## config.mk

```make
export PLATFORM = sky130hd
export DESIGN_NAME = mc_controller
export DESIGN_NICKNAME = d
export VERILOG_FILES = /design/src/rtl/mc_pkg.sv /design/src/rtl/mc_decode.sv /design/src/rtl/mc_controller.sv
export SDC_FILE = /design/constraint.sdc
export NUM_CORES = 1
export LEC_CHECK = 0
export CAP_MARGIN = 20
export CELL_PAD_IN_SITES_DETAIL_PLACEMENT = 0
export CELL_PAD_IN_SITES_GLOBAL_PLACEMENT = 1
export CORE_MARGIN = 8
export CORE_UTILIZATION = 30
export CTS_CLUSTER_SIZE = 20
export DETAILED_ROUTE_END_ITERATION = 10
export GPL_TIMING_DRIVEN = 0
export PLACE_DENSITY_LB_ADDON = 0.05
export SYNTH_ARGS = -nofsm -noshare
export SYNTH_HDL_FRONTEND = slang
export SYNTH_SLANG_ARGS = --single-unit
```

## constraint.sdc

```tcl
create_clock -name clk -period 4.4 [get_ports clk]
set_clock_uncertainty 0.15 [all_clocks]
set_input_delay 0.88 -clock clk [delete_from_list [all_inputs] [get_ports clk]]
set_output_delay 0.88 -clock clk [all_outputs]
set_load 0.02 [all_outputs]
```

## src/rtl/mc_pkg.sv

```systemverilog
// Shared encodings for the multi-cycle MIPS controller: states, opcode/func fields and datapath select codes.
// Pure definitions; no logic, no latency.
package mc_pkg;

    localparam logic [2:0] S_FETCH  = 3'd0;
    localparam logic [2:0] S_DECODE = 3'd1;
    localparam logic [2:0] S_EXEC   = 3'd2;
    localparam logic [2:0] S_MEM    = 3'd3;
    localparam logic [2:0] S_WB     = 3'd4;
    localparam logic [2:0] S_MDWAIT = 3'd5;

    localparam logic [5:0] OP_RTYPE = 6'h00;
    localparam logic [5:0] OP_ORI   = 6'h0D;
    localparam logic [5:0] OP_LUI   = 6'h0F;
    localparam logic [5:0] OP_LW    = 6'h23;
    localparam logic [5:0] OP_SW    = 6'h2B;
    localparam logic [5:0] OP_BEQ   = 6'h04;
    localparam logic [5:0] OP_JAL   = 6'h03;

    localparam logic [5:0] FN_NOP   = 6'h00;
    localparam logic [5:0] FN_JR    = 6'h08;
    localparam logic [5:0] FN_MFHI  = 6'h10;
    localparam logic [5:0] FN_MFLO  = 6'h12;
    localparam logic [5:0] FN_MULT  = 6'h18;
    localparam logic [5:0] FN_DIV   = 6'h1A;
    localparam logic [5:0] FN_ADDU  = 6'h21;
    localparam logic [5:0] FN_SUBU  = 6'h23;

    localparam logic [1:0] NPC_PC4    = 2'b00;
    localparam logic [1:0] NPC_BRANCH = 2'b01;
    localparam logic [1:0] NPC_JUMP   = 2'b10;

    localparam logic [1:0] NPCIMM_NONE  = 2'b00;
    localparam logic [1:0] NPCIMM_IMM26 = 2'b01;
    localparam logic [1:0] NPCIMM_RS    = 2'b10;

    localparam logic [1:0] A3_RT = 2'b00;
    localparam logic [1:0] A3_RD = 2'b01;
    localparam logic [1:0] A3_RA = 2'b10;

    localparam logic [2:0] WD_ALU = 3'd0;
    localparam logic [2:0] WD_DM  = 3'd1;
    localparam logic [2:0] WD_EXT = 3'd2;
    localparam logic [2:0] WD_PC4 = 3'd3;
    localparam logic [2:0] WD_HI  = 3'd4;
    localparam logic [2:0] WD_LO  = 3'd5;

    localparam logic [2:0] ALU_ADD = 3'd0;
    localparam logic [2:0] ALU_SUB = 3'd1;
    localparam logic [2:0] ALU_OR  = 3'd2;

    localparam logic [2:0] EXT_ZERO = 3'd0;
    localparam logic [2:0] EXT_SIGN = 3'd1;
    localparam logic [2:0] EXT_LUI  = 3'd2;

    // One-hot instruction class; exactly one field is set for any opcode/func pair.
    typedef struct packed {
        logic addu;
        logic subu;
        logic ori;
        logic lui;
        logic lw;
        logic sw;
        logic beq;
        logic jal;
        logic jr;
        logic mult;
        logic div;
        logic mfhi;
        logic mflo;
        logic nop;
    } inst_cls_t;

    function automatic int max_int(input int a, input int b);
        return (a > b) ? a : b;
    endfunction

endpackage

```

## src/rtl/mc_decode.sv

```systemverilog
// Combinational opcode/func to one-hot instruction class; unknown encodings map to nop.
// Zero latency, no flow control.
module mc_decode
    import mc_pkg::*;
(
    input  logic [5:0] opcode,
    input  logic [5:0] func,
    output inst_cls_t  cls
);

    always_comb begin
        cls = '0;
        case (opcode)
            OP_RTYPE: begin
                case (func)
                    FN_ADDU: cls.addu = 1'b1;
                    FN_SUBU: cls.subu = 1'b1;
                    FN_JR:   cls.jr   = 1'b1;
                    FN_MULT: cls.mult = 1'b1;
                    FN_DIV:  cls.div  = 1'b1;
                    FN_MFHI: cls.mfhi = 1'b1;
                    FN_MFLO: cls.mflo = 1'b1;
                    default: cls.nop  = 1'b1;
                endcase
            end
            OP_ORI:  cls.ori = 1'b1;
            OP_LUI:  cls.lui = 1'b1;
            OP_LW:   cls.lw  = 1'b1;
            OP_SW:   cls.sw  = 1'b1;
            OP_BEQ:  cls.beq = 1'b1;
            OP_JAL:  cls.jal = 1'b1;
            default: cls.nop = 1'b1;
        endcase
    end

endmodule

```

## src/rtl/mc_controller.sv

```systemverilog
// Multi-cycle MIPS controller: FETCH/DECODE/EXEC/MEM/WB sequencing plus an MDWAIT stall for mult/div.
// 2..5 cycles per instruction, 2+latency for mult/div; outputs are combinational from state and IR fields.
module mc_controller
    import mc_pkg::*;
#(
    parameter int MULT_CYCLES = 5,
    parameter int DIV_CYCLES  = 10
) (
    input  logic       clk,
    input  logic       reset,
    input  logic [5:0] opcode,
    input  logic [5:0] func,
    input  logic       zero,
    output logic       PCWE,
    output logic       IRWE,
    output logic       GRFWE,
    output logic       DMWE,
    output logic [1:0] NPCOp,
    output logic [1:0] NPCIMM_MUXOp,
    output logic [2:0] ALUOp,
    output logic [2:0] EXTOp,
    output logic       ALUB_MUXOp,
    output logic [1:0] GRFA3_MUXOp,
    output logic [2:0] GRFWD_MUXOp,
    output logic       MDStart,
    output logic       MDOp,
    output logic       MDBusy,
    output logic       Retire,
    output logic [2:0] State
);

    localparam int CNT_W = $clog2(max_int(MULT_CYCLES, DIV_CYCLES) + 1);
    localparam logic [CNT_W-1:0] MULT_LOAD = CNT_W'(MULT_CYCLES - 1);
    localparam logic [CNT_W-1:0] DIV_LOAD  = CNT_W'(DIV_CYCLES - 1);
    localparam logic [CNT_W-1:0] CNT_ONE   = CNT_W'(1);

    inst_cls_t        cls;
    logic [2:0]       state_q, state_d;
    logic [CNT_W-1:0] cnt_q, cnt_d;
    logic             md_last;

    mc_decode u_decode (
        .opcode (opcode),
        .func   (func),
        .cls    (cls)
    );

    always_ff @(posedge clk or posedge reset) begin
        if (reset) begin
            state_q <= S_FETCH;
            cnt_q   <= '0;
        end else begin
            state_q <= state_d;
            cnt_q   <= cnt_d;
        end
    end

    // A latency of 1 finishes inside EXEC, so MDWAIT is skipped entirely.
    always_comb begin
        state_d = state_q;
        cnt_d   = cnt_q;
        case (state_q)
            S_FETCH: state_d = S_DECODE;
            S_DECODE: begin
                if (cls.jal)      state_d = S_WB;
                else if (cls.nop) state_d = S_FETCH;
                else              state_d = S_EXEC;
            end
            S_EXEC: begin
                if (cls.addu || cls.subu || cls.ori || cls.lui || cls.mfhi || cls.mflo) begin
                    state_d = S_WB;
                end else if (cls.lw || cls.sw) begin
                    state_d = S_MEM;
                end else if (cls.mult && (MULT_CYCLES > 1)) begin
                    state_d = S_MDWAIT;
                    cnt_d   = MULT_LOAD;
                end else if (cls.div && (DIV_CYCLES > 1)) begin
                    state_d = S_MDWAIT;
                    cnt_d   = DIV_LOAD;
                end else begin
                    state_d = S_FETCH;
                end
            end
            S_MEM: state_d = cls.sw ? S_FETCH : S_WB;
            S_WB:  state_d = S_FETCH;
            S_MDWAIT: begin
                if (cnt_q != '0) cnt_d = cnt_q - CNT_ONE;
                if (md_last)     state_d = S_FETCH;
            end
            default: state_d = S_FETCH;
        endcase
    end

    assign md_last = (cnt_q <= CNT_ONE);

    always_comb begin
        PCWE         = 1'b0;
        IRWE         = 1'b0;
        GRFWE        = 1'b0;
        DMWE         = 1'b0;
        NPCOp        = NPC_PC4;
        NPCIMM_MUXOp = NPCIMM_NONE;
        MDStart      = 1'b0;
        Retire       = 1'b0;

        // Operand selects depend only on the class and are harmless outside their state.
        ALUOp = ALU_ADD;
        if (cls.subu || cls.beq) ALUOp = ALU_SUB;
        else if (cls.ori)        ALUOp = ALU_OR;

        EXTOp = EXT_SIGN;
        if (cls.ori)      EXTOp = EXT_ZERO;
        else if (cls.lui) EXTOp = EXT_LUI;

        ALUB_MUXOp = cls.addu || cls.subu || cls.beq;

        GRFA3_MUXOp = A3_RT;
        if (cls.addu || cls.subu || cls.mfhi || cls.mflo) GRFA3_MUXOp = A3_RD;
        else if (cls.jal)                                 GRFA3_MUXOp = A3_RA;

        GRFWD_MUXOp = WD_ALU;
        if (cls.lw)        GRFWD_MUXOp = WD_DM;
        else if (cls.lui)  GRFWD_MUXOp = WD_EXT;
        else if (cls.jal)  GRFWD_MUXOp = WD_PC4;
        else if (cls.mfhi) GRFWD_MUXOp = WD_HI;
        else if (cls.mflo) GRFWD_MUXOp = WD_LO;

        MDOp   = cls.div;
        MDBusy = (state_q == S_MDWAIT);

        case (state_q)
            S_FETCH: begin
                PCWE = 1'b1;
                IRWE = 1'b1;
            end
            S_DECODE: Retire = cls.nop;
            S_EXEC: begin
                if (cls.beq) begin
                    PCWE   = zero;
                    NPCOp  = NPC_BRANCH;
                    Retire = 1'b1;
                end else if (cls.jr) begin
                    PCWE         = 1'b1;
                    NPCOp        = NPC_JUMP;
                    NPCIMM_MUXOp = NPCIMM_RS;
                    Retire       = 1'b1;
                end else if (cls.mult || cls.div) begin
                    MDStart = 1'b1;
                    Retire  = cls.mult ? (MULT_CYCLES <= 1) : (DIV_CYCLES <= 1);
                end
            end
            S_MEM: begin
                DMWE   = cls.sw;
                Retire = cls.sw;
            end
            S_WB: begin
                GRFWE  = 1'b1;
                Retire = 1'b1;
                if (cls.jal) begin
                    PCWE         = 1'b1;
                    NPCOp        = NPC_JUMP;
                    NPCIMM_MUXOp = NPCIMM_IMM26;
                end
            end
            S_MDWAIT: Retire = md_last;
            default: ;
        endcase

        if (reset) begin
            PCWE    = 1'b0;
            IRWE    = 1'b0;
            GRFWE   = 1'b0;
            DMWE    = 1'b0;
            MDStart = 1'b0;
            Retire  = 1'b0;
        end
    end

    assign State = state_q;

endmodule

```

-- Word level (Yosys, flattened, before mapping)
Cells that the tools add are included.
Widths: inputs -> output; s select.
- register bits after elaboration: 7
- output and inout bits: 27
- logic and storage cells: 113
- add/subtract/negate cells: 1
- order comparisons: 1
- equal/unequal tests: 23
- mux-type cells: 68
- reductions and logical operators: 18
- operators by type and width (cell ; number):
    $mux 3 ; 14
    $mux 1 ; 32
    $eq 6x5->1 const B ; 4
    $eq 6x6->1 const B ; 4
    $mux 4 ; 5
    $eq 6x4->1 const B ; 3
    $mux 2 ; 9
    $pmux 3 s5 ; 1
    $logic_or 1x1->1 ; 11
    $pmux 2 s2 ; 2
    $pmux 4 s2 ; 1
    $reduce_or 7->1 ; 1
    $eq 3x2->1 const B ; 2
    $eq 3x3->1 const B ; 2
    $eq 6x2->1 const B ; 1
    $eq 6x3->1 const B ; 1
    $logic_not 6->1 ; 1
    $reduce_or 6->1 ; 1
    $mux 5 ; 1
    $pmux 1 s5 ; 1
    $reduce_and 5->1 ; 1
    $le 4x1->1 const B ; 1
    $ne 2x1->1 const B ; 2
    $ne 2x2->1 const B ; 2
    8 further kinds ; 8

-- Logic depth before layout (Yosys ltp)
Gate-level depths: netlist of the first run.
- depth in word-level cells: 10
- gate-level depth with buffers: 7
- mapped depth without buffers: 7

-- Cells and area by module
Synthesis of the first run repeated with hierarchy kept, for this count alone.
- cell total of the unflattened synthesis: 141
- area, all modules: 1032.2 um2
- by module, submodules not included (module ; instances ; cells an instance ; area each (um2) ; seq. area each (um2)):
    mc_controller ; 1 ; 104 ; 810.8 ; 175.2
    mc_decode ; 1 ; 37 ; 221.5 ; 0.0

-- Worst setup path before layout of the first run
No wires, ideal clock.
- kind: in2out
- start: input port func[0]
- end: output port MDStart
- arrival time: 2655 ps
- data required time: 3370 ps
- path slack: 715 ps
- cell stages on the path: 4
- path buffers: 1
- cells stage by stage: or3b_1 > or4b_4 > buf_6 > nor4_1
- cells in the longest elaborated chain, start to end: 9
- elaborated cells between the ends (all ways): 13
- those cells by class: eq/ne: 3; mux: 9; reduce/logical: 1
- ends and longest elaborated chain (item ; RTL line ; text):
    from (decl) ; mc_controller.sv:12 ; input logic [5:0] func,
    $eq 6x5->1 ; mc_decode.sv:15 ; case (func)
    $mux 1 ; mc_decode.sv:15 ;
    $mux 5 * ; mc_decode.sv:13 ; case (opcode)
    $logic_or 1x1->1 ; mc_controller.sv:147 ; end else if (cls.mult || cls.div) begin
    $mux 1 ; mc_controller.sv:147 ;
    $mux 1 * ; mc_controller.sv:142 ; end else if (cls.jr) begin
    $mux 1 * ; mc_controller.sv:138 ; if (cls.beq) begin
    $mux 1 * ; mc_controller.sv:131 ; case (state_q)
    $mux 1 * ; mc_controller.sv:169 ; if (reset) begin
    to (decl) ; mc_controller.sv:25 ; output logic MDStart,
Every way passes the cells marked *; elsewhere a longest branch is shown, timed or not.

-- Worst setup path after layout of the first run
- start: input port opcode[0]
- end: output port Retire
- cells in the longest elaborated chain, start to end: 6
- elaborated cells between the ends (all ways): 16
- those cells by class: eq/ne: 6; mux: 8; reduce/logical: 2
- ends and longest elaborated chain (item ; RTL line ; text):
    from (decl) ; mc_controller.sv:11 ; input logic [5:0] opcode,
    branches (longest 4 deep; another with $eq 6x4->1) ; -- ;
    $pmux 1 s5 * ; mc_controller.sv:131 ;
    $mux 1 * ; mc_controller.sv:169 ;
    to (decl) ; mc_controller.sv:28 ; output logic Retire,
Every way passes the cells marked *.

==> results.py, run 1 <==
metrics = {
    "setup_path": {
        "critPathMaxStageDelay_ps": 620,
        "reg2reg_depth": 6,
        "endpoint_kind": "primary output",
        "crit_buf_inv": 2,
        "crit_chain": "clkdlybuf4s50_1 > nor4bb_2 > nand3_1 > nor3_1 > nor3_1 > o2bb2ai_1 > clkdlybuf4s50_1",
        "cp_slowest_cell": "clkdlybuf4s50_1",
        "cp.depth": 7,
        "worstPathArrival_ps": 3220,
        "worst-setup-path-type": "input pin to primary output",
        "r2r_start": "State[1]$_DFFE_PP0P_",
        "cp-start-kind": "input pin",
        "cp_top_family": "buffers and inverters",
        "cp.required_ps": 3370,
        "critical_path_peak_fanout": 5,
        "cp-startpoint": "opcode[0]",
    },
    "floorplan": {
        "core_region_area_mm2": 0.00278,
        "die_w_um": 70.5,
        "initial_utilization": 0.321,
        "fp.dieArea_mm2": 0.00497,
        "ios": 42,
        "die_height_um": 70.5,
        "rows": 19,
    },
    "logic_synthesis": {
        "ys.flop_type": "dfrtp_1",
        "avgSynthCellArea_um2": 7.08,
        "synth_seq_cells": 7,
        "synth_area_leader_cell": "dfrtp_1",
        "seq_area_frac_synth": 0.196,
        "netlist_instances": 126,
        "synth_warnings": 0,
        "synthArstFlopShare": 1.00,
        "synth.top_cell.area_share": 0.196,
        "synth_edf_count": 0,
        "ys_types": 45,
        "synth_area_um2": 892,
        "synthTopCellsByArea": "dfrtp_1, nor3_1, nor2_1, inv_1, a21oi_1",
    },
    "place": {
        "port_buffers": 39,
        "post-place-ws_ps": -205,
        "place_congestion": 0.827,
        "dp_hpwl_um": 2410,
    },
    "layout": {
        "drive_gt1_frac": 0.112,
        "multi_input_area_um2": 659,
        "ff_latch_area_um2": 175,
        "final_core_util": 0.497,
        "area_delta_synth_final_pct": 54.8,
        "layout.nets": 188,
        "num_antenna_cells": 0,
        "fillers": 296,
    },
    "sta": {
        "setup_violations": 0,
        "hold_viol": 0,
        "post-route-period-util": 0.967,
        "rsz0062_at_grt": "true",
        "setup_ws_ps": 145,
        "fin_crit_ps": 4250,
        "maxSlewViolCount": 0,
        "max_freq_mhz": 235,
    },
    "worst_hold_path": {
        "hold_class": "flip-flop to flip-flop",
        "min_from": "cnt_q[3]$_DFFE_PP0P_",
        "min_path_cells": 1,
    },
    "detailed_routing": {
        "via_per_inst": 5.26,
        "dr.pass1.iters": 4,
        "wirelength_um": 2960,
        "vias": 1058,
        "wl_per_cell_um": 14.7,
        "antenna_left": 0,
        "drc": 0,
        "drt_iter0_drc": 59,
    },
    "clocking": {
        "cts-root-buf": "clkbuf_4",
        "clk_path_buf_depth": 2,
        "cts_sinks": 7,
        "cts_tree": "done",
        "cts_post_setup_buffers_inserted": 0,
        "numCtsBuffers": 3,
        "h-tree-depth": 1,
        "clk_pin_slew_ps": 50,
        "clk_latency_ps": 260,
    },
    "global_route": {
        "grt_pass1_vias": 1082,
        "grt_usage": 0.123,
        "overflow": 0,
        "grt_pass1_wl_um": 5200,
        "antenna_found_initial": 0,
        "grt_max_degree": 11,
    },
    "run": {
        "drv_cap": 0,
    },
    "power": {
        "cellLeakagePower_nw": 0.562,
        "powerDensity_mw_per_mm2": 269,
        "peakVddDrop_mv": 0.224,
    },
    "status": {
        "status": "finished clean",
    },
}
==> cells in the mapped netlist (all sizes together), types with 2 or more instances <==
cell    number
nor2b        2
nand3        5
nor4         4
or3b         2
nand2        8
clkbuf       4
o22ai        3
o21ai        6
inv         12
nand2b       3
a211oi       3
or3          3
dfrtp        7
nand3b       2
and3         2
buf          3
nor2        15
ha           2
nor3        12
a22o         3
a21oi        8
nor3b        2
==> final cells by class <==
cell class / instances / area share
flip-flops and latches: 7 / 0.127
multi-input cells: 101 / 0.477
clock buffers: 4 / 0.0190
plain buffers: 7 / 0.0308
inverters: 12 / 0.0326
well taps: 31 / 0.0281
repair buffers: 39 / 0.285
==> layer usage <==
layer	track usage	vias up	part of all wire
met5	0	-	0
met4	0.0263	0	0.0095
met3	0.0488	5	0.070
met2	0.211	23	0.47
met1	0.139	484	0.45
li1	-	546	-
==> timing repair <==
item / CTS / global route
gates resized for setup: 3 / 6
hold buffers: 0 / 0
endpoints found under the setup margin: 3 / 4
==> report_power, final <==
part | leakage, nW | internal (mW) | switching, mW
Clock | 0.0150 | 0.0348 | 0.0267
Combinational | 0.455 | 0.0912 | 0.113
Sequential | 0.0918 | 0.0827 | 0.0221
==> state kept, by name, indices dropped and copies added (netlist names) <==
signal  cells
State       3
cnt_q       4
==> cells by family after synthesis <==
kind of cell | after synthesis | synth area share
AOI/OAI and AO/OA | 31 | 0.245
other | 1 | 0.00420
buffers and inverters | 19 | 0.0968
adders and majority gates | 2 | 0.0280
and+or+nand+nor | 65 | 0.418
muxes | 1 | 0.0112
DFF | 7 | 0.196
==> placed cells by master (no fill, tap or decap), drive strengths merged, types with 2 or more instances in the layout <==
cell type,count
ha,2
and3,2
clkbuf,8
inv,12
buf,3
clkdlybuf4s50,36
nor4,4
o21ai,6
conb,2
a22o,3
nor2,15
nor3,12
nand2b,3
nand2,8
dfrtp,7
nor2b,2
a211oi,3
nor3b,2
a21oi,8
dlymetal6s2s,2
or3b,2
o22ai,3
nand3b,2
or3,3
nand3,5
==> path summary, 6_finish.rpt <==
path | slack, ps | end
worst max-delay path | 150 | Retire
worst min-delay path | 380 | cnt_q[3]$_DFFE_PP0P_
worst max register to register | 2380 | cnt_q[3]$_DFFE_PP0P_
worst min register to register | 380 | cnt_q[3]$_DFFE_PP0P_
max in group asynchronous | 2940 | cnt_q[3]$_DFFE_PP0P_
min in group asynchronous | 920 | State[1]$_DFFE_PP0P_
==> through the flow <==
stage                     hold slack, ps  area, µm²  setup TNS [ps]  power (mW)  std cells
after floorplan                      339        896               0       0.229        127
after global placement               367       1330            -246       0.308        197
after detailed placement             368       1330            -265       0.310        197
after CTS                            387       1360               0       0.375        201
after global routing                 426       1380           -26.8       0.406        201
final                                384       1380               0       0.371        201
(Power assumes the default switching activity.)
==> run 2: changes to the inputs <==
CTS_CLUSTER_DIAMETER = 60   (was default)
==> results of run 2 <==
Same layout as run 1: the final DEF is identical, and so are final timing and power.
